$ cat config.mk
export PLATFORM = sky130hd
export DESIGN_NAME = dff_capture_bank
export DESIGN_NICKNAME = d
export VERILOG_FILES = /design/src/rtl/dff_capture_bank.sv
export SDC_FILE = /design/constraint.sdc
export NUM_CORES = 1
export LEC_CHECK = 0
export ABC_CLOCK_PERIOD_IN_PS = 3500
export BUFFER_PORTS_ARGS = -buffer_cell sky130_fd_sc_hd__clkbuf_2
export CORE_MARGIN = 1
export CORE_UTILIZATION = 36
export DETAILED_ROUTE_END_ITERATION = 6
export GPL_ROUTABILITY_DRIVEN = 0
export HOLD_SLACK_MARGIN = 0.08
export PLACE_DENSITY = 0.61
export SLEW_MARGIN = 20
export SYNTH_ARGS = -nofsm -noshare
export SYNTH_HDL_FRONTEND = slang
export SYNTH_SLANG_ARGS = --single-unit
$ cat constraint.sdc
create_clock -name clk -period 3.5 [get_ports clk]
set_clock_uncertainty 0.15 [all_clocks]
set_input_delay 0.525 -clock clk [delete_from_list [all_inputs] [get_ports clk]]
set_output_delay 0.525 -clock clk [all_outputs]
set_load 0.02 [all_outputs]
$ cat src/rtl/dff_capture_bank.sv
// Serial-bit capture bank: asynchronous per-channel strobes are synchronised and
// edge-detected, then write one stored bit each (indexed mode) or shift the bank.
module dff_capture_bank #(
  parameter int WIDTH       = 8,
  parameter int SYNC_STAGES = 2,
  parameter bit REVERSE     = 1'b1
) (
  input  logic             clk,
  input  logic             rst,
  input  logic             data_in,
  input  logic [WIDTH-1:0] strobe,
  input  logic             mode,
  input  logic             clear,
  input  logic [WIDTH-1:0] target,
  output logic [WIDTH-1:0] data,
  output logic [WIDTH-1:0] captured,
  output logic             all_captured,
  output logic             match,
  output logic             capture_pulse,
  output logic             overrun
);

  localparam int LAST = SYNC_STAGES - 1;

  logic [SYNC_STAGES-1:0]            r_din_sync;
  logic [SYNC_STAGES-1:0][WIDTH-1:0] r_strb_sync;
  logic [WIDTH-1:0]                  r_strb_prev;
  logic                              r_sample;
  logic [WIDTH-1:0]                  r_data;
  logic [WIDTH-1:0]                  r_captured;
  logic                              r_overrun;
  logic                              r_pulse;

  logic [WIDTH-1:0] w_edge;
  logic [WIDTH-1:0] w_hit;
  logic             w_any_edge;
  logic [WIDTH-1:0] w_data_nxt;
  logic [WIDTH-1:0] w_capt_nxt;
  logic             w_ovr_nxt;
  logic             w_pulse_nxt;

  // Synchronisers and edge history.
  // NOTE: every flop, including the synchroniser chains, is reset so that a
  // strobe held high through reset release is seen as a fresh rising edge.
  // NOTE: sequential state uses non-blocking assignments only, so every flop
  // samples the pre-edge values of the others regardless of statement order.
  always_ff @(posedge clk or posedge rst) begin
    if (rst) begin
      r_din_sync  <= '0;
      r_strb_sync <= '0;
      r_strb_prev <= '0;
      r_sample    <= 1'b0;
    end else begin
      r_din_sync  <= {r_din_sync[SYNC_STAGES-2:0], data_in};
      r_strb_sync <= {r_strb_sync[SYNC_STAGES-2:0], strobe};
      r_strb_prev <= r_strb_sync[LAST];
      r_sample    <= r_din_sync[LAST];
    end
  end

  assign w_edge     = r_strb_sync[LAST] & ~r_strb_prev;
  assign w_any_edge = |w_edge;

  // Static strobe-to-bit mapping.
  always_comb begin
    w_hit = '0;
    for (int i = 0; i < WIDTH; i++) begin
      if (REVERSE) w_hit[WIDTH-1-i] = w_edge[i];
      else         w_hit[i]         = w_edge[i];
    end
  end

  // Next-state selection; clear outranks any edge present in the same cycle.
  // NOTE: every output of this block gets a default first, so no path leaves a
  // value unassigned and no latch is inferred.
  always_comb begin
    w_data_nxt  = r_data;
    w_capt_nxt  = r_captured;
    w_ovr_nxt   = r_overrun;
    w_pulse_nxt = 1'b0;
    if (clear) begin
      w_data_nxt = '0;
      w_capt_nxt = '0;
      w_ovr_nxt  = 1'b0;
    end else if (w_any_edge) begin
      w_pulse_nxt = 1'b1;
      if (mode) begin
        w_data_nxt = {r_data[WIDTH-2:0], r_sample};
        w_capt_nxt = {r_captured[WIDTH-2:0], 1'b1};
        w_ovr_nxt  = r_overrun | r_captured[WIDTH-1];
      end else begin
        w_data_nxt = (r_data & ~w_hit) | (w_hit & {WIDTH{r_sample}});
        w_capt_nxt = r_captured | w_hit;
        w_ovr_nxt  = r_overrun | (|(w_hit & r_captured));
      end
    end
  end

  always_ff @(posedge clk or posedge rst) begin
    if (rst) begin
      r_data     <= '0;
      r_captured <= '0;
      r_overrun  <= 1'b0;
      r_pulse    <= 1'b0;
    end else begin
      r_data     <= w_data_nxt;
      r_captured <= w_capt_nxt;
      r_overrun  <= w_ovr_nxt;
      r_pulse    <= w_pulse_nxt;
    end
  end

  assign data          = r_data;
  assign captured      = r_captured;
  assign overrun       = r_overrun;
  assign capture_pulse = r_pulse;
  assign all_captured  = &r_captured;
  assign match         = all_captured && (r_data == target);

endmodule

==> results.toml, run 1 <==
[power_and_ir_drop]
p_seq_share_pct = 55.6
leakage_nw = 1.05
switchingPower_uw = 290
pwr-share-comb_pct = 13.8
vdd_drop_max_mv = 0.230
p_int_uw = 750
p_sw_share_pct = 27.9
clkPwrFrac_pct = 30.6
power_density_mw_per_mm2 = 467

[setup_path]
arrival_ps = 1650
cp-endpoint = "match"
startpoint = "data[4]"
worstSetupStartpointType = "register"
worstPathRequired_ps = 2820
r2r-end = "data[2]"
end_kind = "primary output"
path_class = "register to primary output"
worstRegToRegCells = 4
r2r_slack_ps = 1330
cp_max_fo = 4
timing.rr.start = "r_strb_sync[12]"

[clocking]
cts_buffers = 5
clk_pin_slew_worst_paths_ps = 90
postCtsResizedCells = 0
cts_root_buf = "clkbuf_8"
tritoncts = "done"
holdBufCountCts = 0
clkLatencyLatePin_ps = 300
clock_sinks = 45
htreeDepth = 2
cts.path.max_buffers = 2
post_cts_buffers = 0

[floorplan]
io_pins = 41
initial_core_util_pct = 37.3
die_y_um = 74.5
dieArea_mm2 = 0.00556
core_mm2 = 0.00507
num_rows = 26
die_w_um = 74.5

[layout]
diodes = 0
final_cell_mix = "dfrtp_1, clkbuf_2, nor2_1"
layout-drive-gt1-share_pct = 34.4
nets = 212
multi_input_area_um2 = 702
layoutNonFillerInstCount = 262
final_common_cell = "dfrtp_1"
fillerInstances = 500
finalInstanceArea_mm2 = 0.00223
seqCellArea_mm2 = 0.00113
syn2layout_area_growth_pct = 17.6

[placement]
placed_cell_area_mm2 = 0.00214
portBuffers = 40
post-place-ws_ps = 1350
place_inst = 254
hpwl_mm = 2.50

[synth]
syn-cell-area_mm2 = 0.00189
synth_top_area_share_pct = 59.4
yosysSeqAreaShare_pct = 59.4
synth_edf_count = 0
synth_area_leader_cell = "dfrtp_1"
yosysUniqueCellTypes = 32
synthCells = 148
syn_nets = 169
avgSynthCellArea_um2 = 12.8
synth-main-ff-cell = "dfrtp_1"
ys_ff_latch = 45
synth_warnings = 0
async_flop_share_pct = 100
synth_area_leaders = "dfrtp_1, mux2i_1, o221a_2, xor2_1, nor2b_4"

[global_routing]
grt_antenna_before_repair = 0
use_met3_pct = 4.47
grt_busiest_layer = "met1"
grt_overflow_total = 0
grt_pass1_wl_mm = 6.15
met2_usage_pct = 21.1
grt_pass1_vias = 1210
grt_util_all_layers_pct = 15.5
grt_max_degree = 46
grt_use_met1_pct = 22.3

[routing]
ant_nets = 0
wire_per_inst_um = 13.7
drt-total-wl_mm = 3.60
first_pass_iters = 4
drc = 0
via_count = 1275
initialDrtViolationCount = 153
via_per_inst = 4.87

[timing]
tightestPinTransition_ps = 832
tns_ps = 0
rsz0062_at_grt = "false"
max_freq_ghz = 0.431
period_share_pct = 66.3
fin_crit_ps = 2320
timing.slew.headroom_pct = 44.1
finalSetupViolCount = 0
hold_violations = 0
worst_slack_ps = 1180
drv_slew = 0

[run_status]
status = "completed"

[worst_hold_path]
min_path_type = "input pin to asynchronous set/reset pin"

[run]
maxCapViolCount = 0
[area by class of cell]
class | instances | share of cell area [%]
sequential | 45 | 50.5
timing repair buffer | 41 | 9.32
inverter | 4 | 0.674
clock inverter | 3 | 0.955
multi-input combinational | 94 | 31.5
clock buffer | 5 | 3.09
tap | 70 | 3.93
[sequential cells by signal (all words and copies together) (netlist names)]
name           cells
overrun            1
data               8
r_din_sync         2
captured           8
r_sample           1
capture_pulse      1
r_strb_sync       16
r_strb_prev        8
[power by group through the flow]
stage,registers (mW),logic (mW),clock network (mW)
2_1_floorplan,0.602,0.0853,0
3_3_place_gp,0.589,0.144,0
3_5_place_dp,0.590,0.145,0
4_1_cts,0.580,0.145,0.335
5_1_grt,0.584,0.160,0.360
6_report,0.579,0.143,0.318
[synth_stat cells (2+ instances only)]
cell type	number
nor2b_1	5
a32o_1	4
a21oi_1	9
dfrtp_1	45
inv_1	3
nand4_1	2
o221a_2	7
and2_1	2
a22oi_1	2
nand2_1	9
nor2_1	11
nor2b_2	2
mux2i_1	8
nor4_1	2
o21ai_0	7
nor2b_4	4
xor2_1	8
nor4_4	2
buf_6	3
[through the flow]
stage               hold WS, ps  utilization (%)  power, mW
global placement            181             42.1      0.733
floorplan                   181                -      0.687
finish                      175             43.9       1.04
detailed placement          186             42.1      0.734
global route                148             43.9       1.10
CTS                         160             43.9       1.06
[critical path, stage by stage, from the launching register on]
cell and delay [ps]:
dfrtp_1 440, xor2_1 180, nor4_1 330, and3_1 230, clkbuf_2 170
[per-layer routing]
layer,up-vias,part of all wire (%)
li1,615,-
met1,607,48
met2,49,44
met3,4,6.5
met4,0,1.5
met5,-,0
[how the worst min path moves through the flow]
stage               slack [ps]              end
finish                     180   r_strb_sync[2]
global route               150   r_strb_sync[2]
CTS                        160   r_strb_sync[2]
detailed placement         190  r_strb_sync[14]
global placement           180  r_strb_sync[13]
floorplan                  180    r_din_sync[1]
[kinds of logic after synthesis]
group	count (synthesis)	share of synthesized area [%]
compound gates	36	14.5
xor+xnor	8	3.70
buf+inv	9	3.50
flops	45	59.4
mux	8	4.23
simple gates	42	14.7
(Power assumes the default switching activity.)
==> inputs of run 2 (changes only) <==
- ABC_CLOCK_PERIOD_IN_PS: 3500 -> 1950
- PLACE_DENSITY: 0.61 -> 0.63
- clock period: 3.5 -> 1.95 ns (I/O delays scaled with it)
==> run 2 against run 1 <==
Clock-buffer cell count increased by 1. Global-route usage hardly changed. Clock power rose by 96%. First-iteration DRC count down 14%. Critical path type unchanged.
==> results.toml, run 2 (synthesis results as in run 1) <==
[layout]
syn2layout_area_growth_pct = 27.8
regMostFlops = "r_strb_sync"
layoutNonFillerInstCount = 282
final_common_cell = "dfrtp_1"
largest_reg_flops = 16
nets = 232
layout-drive-gt1-share_pct = 36.3
final_cell_mix = "dfrtp_1, clkbuf_2, nor2_1, buf_4, dlygate4sd3_1"
diodes = 0
fillerInstances = 503

[routing]
first_pass_iters = 4
initialDrtViolationCount = 132
ant_nets = 0
via_per_inst = 4.89
wire_per_inst_um = 13.9
wl_met3_um = 221
drt-total-wl_mm = 3.91
dr_wl_met2_mm = 1.72
via_count = 1379
wl_met1_mm = 1.87
dr.max_layer_used = "met4"
drc = 0

[power_and_ir_drop]
leakage_nw = 1.15
power_density_mw_per_mm2 = 810
total_power_mw = 1.96
vdd_drop_max_mv = 0.453

[clocking]
tritoncts = "done"
cts_buffers = 5
cts.path.max_buffers = 2
clkLatencyLatePin_ps = 300
cts_root_buf = "clkbuf_8"
htreeDepth = 2
clock_sinks = 45
clk_pin_slew_worst_paths_ps = 90

[floorplan]
die_w_um = 74.5
io_pins = 41
num_rows = 26
initial_core_util_pct = 37.3
die_y_um = 74.5
dieArea_mm2 = 0.00556
core_mm2 = 0.00507

[global_routing]
grt_antenna_before_repair = 0
grt_pass1_wl_mm = 6.24
grt_pass1_vias = 1284
grt_util_all_layers_pct = 15.6
grt_max_degree = 46
grt_overflow_total = 0

[setup_path]
end_kind = "primary output"
worst_path_largest_cell_delay_ps = 420
worstRegToRegCells = 6
crit_chain = "xor2_1 > nor4_1 > and3_1 > buf_6"
r2r-end = "data[2]"
slowest_stage = "dfrtp_1"
worstSetupStartpointType = "register"
path_class = "register to primary output"
r2r_slack_ps = 190
timing.rr.start = "r_strb_sync[11]"
cp_max_fo = 4
worstPathRequired_ps = 1510
arrival_ps = 1460

[run]
maxCapViolCount = 0

[worst_hold_path]
min_path_type = "register to register"
min_path_cells = 0
holdPathEnd = "r_din_sync[1]"
holdCritStartpoint = "r_din_sync[0]"

[placement]
place_inst = 261
portBuffers = 40
post-place-ws_ps = 94.0
hpwl_mm = 2.75

[timing]
tightestPinTransition_ps = 550
timing.slew.headroom_pct = 63.3
drv_slew = 0
worst_slack_ps = 48.0
fin_crit_ps = 1900
rsz0062_at_grt = "true"
finalSetupViolCount = 0
period_share_pct = 97.5
hold_violations = 0
max_freq_ghz = 0.526

[run_status]
status = "completed"
## run 2: critical path: cells and delay by family, from the launching register on
family	cells	cell delay, ps
XOR/XNOR	1	150
buffers and inverters	1	120
flip-flops	1	420
AND/OR/NAND/NOR	2	470
## run 2: worst max path at each step
stage | startpoint | end | slack [ps] | cells past startpoint
2_1_floorplan | captured[0] | match | 240 | 3
3_3_place_gp | r_strb_sync[12] | overrun | 130 | 4
3_5_place_dp | r_strb_sync[12] | captured[2] | 90 | 5
4_1_cts | data[2] | match | 4 | 4
5_1_grt | data[0] | match | -50 | 4
6_report | data[4] | match | 50 | 4
## run 2: area by class of cell
| type | instances | area [um^2] | share of cell area [%] |
|---|---|---|---|
| Clock inverter | 2 | 17.5 | 0.724 |
| Inverter | 4 | 15.0 | 0.620 |
| Multi-Input combinational cell | 94 | 702 | 29.0 |
| Sequential cell | 45 | 1130 | 46.6 |
| Tap cell | 70 | 87.6 | 3.62 |
| Timing Repair Buffer | 61 | 389 | 16.1 |
| Clock buffer | 6 | 82.6 | 3.41 |
## run 2: where the power goes
part | total [mW] | internal (mW) | switching, mW
clock | 0.622 | 0.294 | 0.328
sequential | 1.04 | 0.989 | 0.0480
combinational | 0.302 | 0.135 | 0.167
total | 1.96 | 1.42 | 0.543
## run 2: stage by stage
| stage | TNS, ps | util [%] | hold slack (ps) | cell area [um^2] |
|---|---|---|---|---|
| detailed placement | 0 | 43.2 | 185 | 2190 |
| global placement | 0 | 43.2 | 181 | 2190 |
| global route | -50.7 | 47.7 | 208 | 2420 |
| floorplan | 0 | - | 174 | 1890 |
| CTS | 0 | 47.3 | 203 | 2400 |
| finish | 0 | 47.7 | 195 | 2420 |
## run 2: layer usage
metal,global-route usage [%],up-vias
li1,-,663
met1,21.1,659
met2,22.6,44
met3,5.15,13
met4,7.34,0
met5,0,-
## run 2: timing repair
action	CTS	global route
hold buffers	10	0
buffers inserted	1	2
hold endpoints to repair	54	0
gates resized for setup	1	3
endpoints found under the setup margin	1	11
pin swaps	0	5
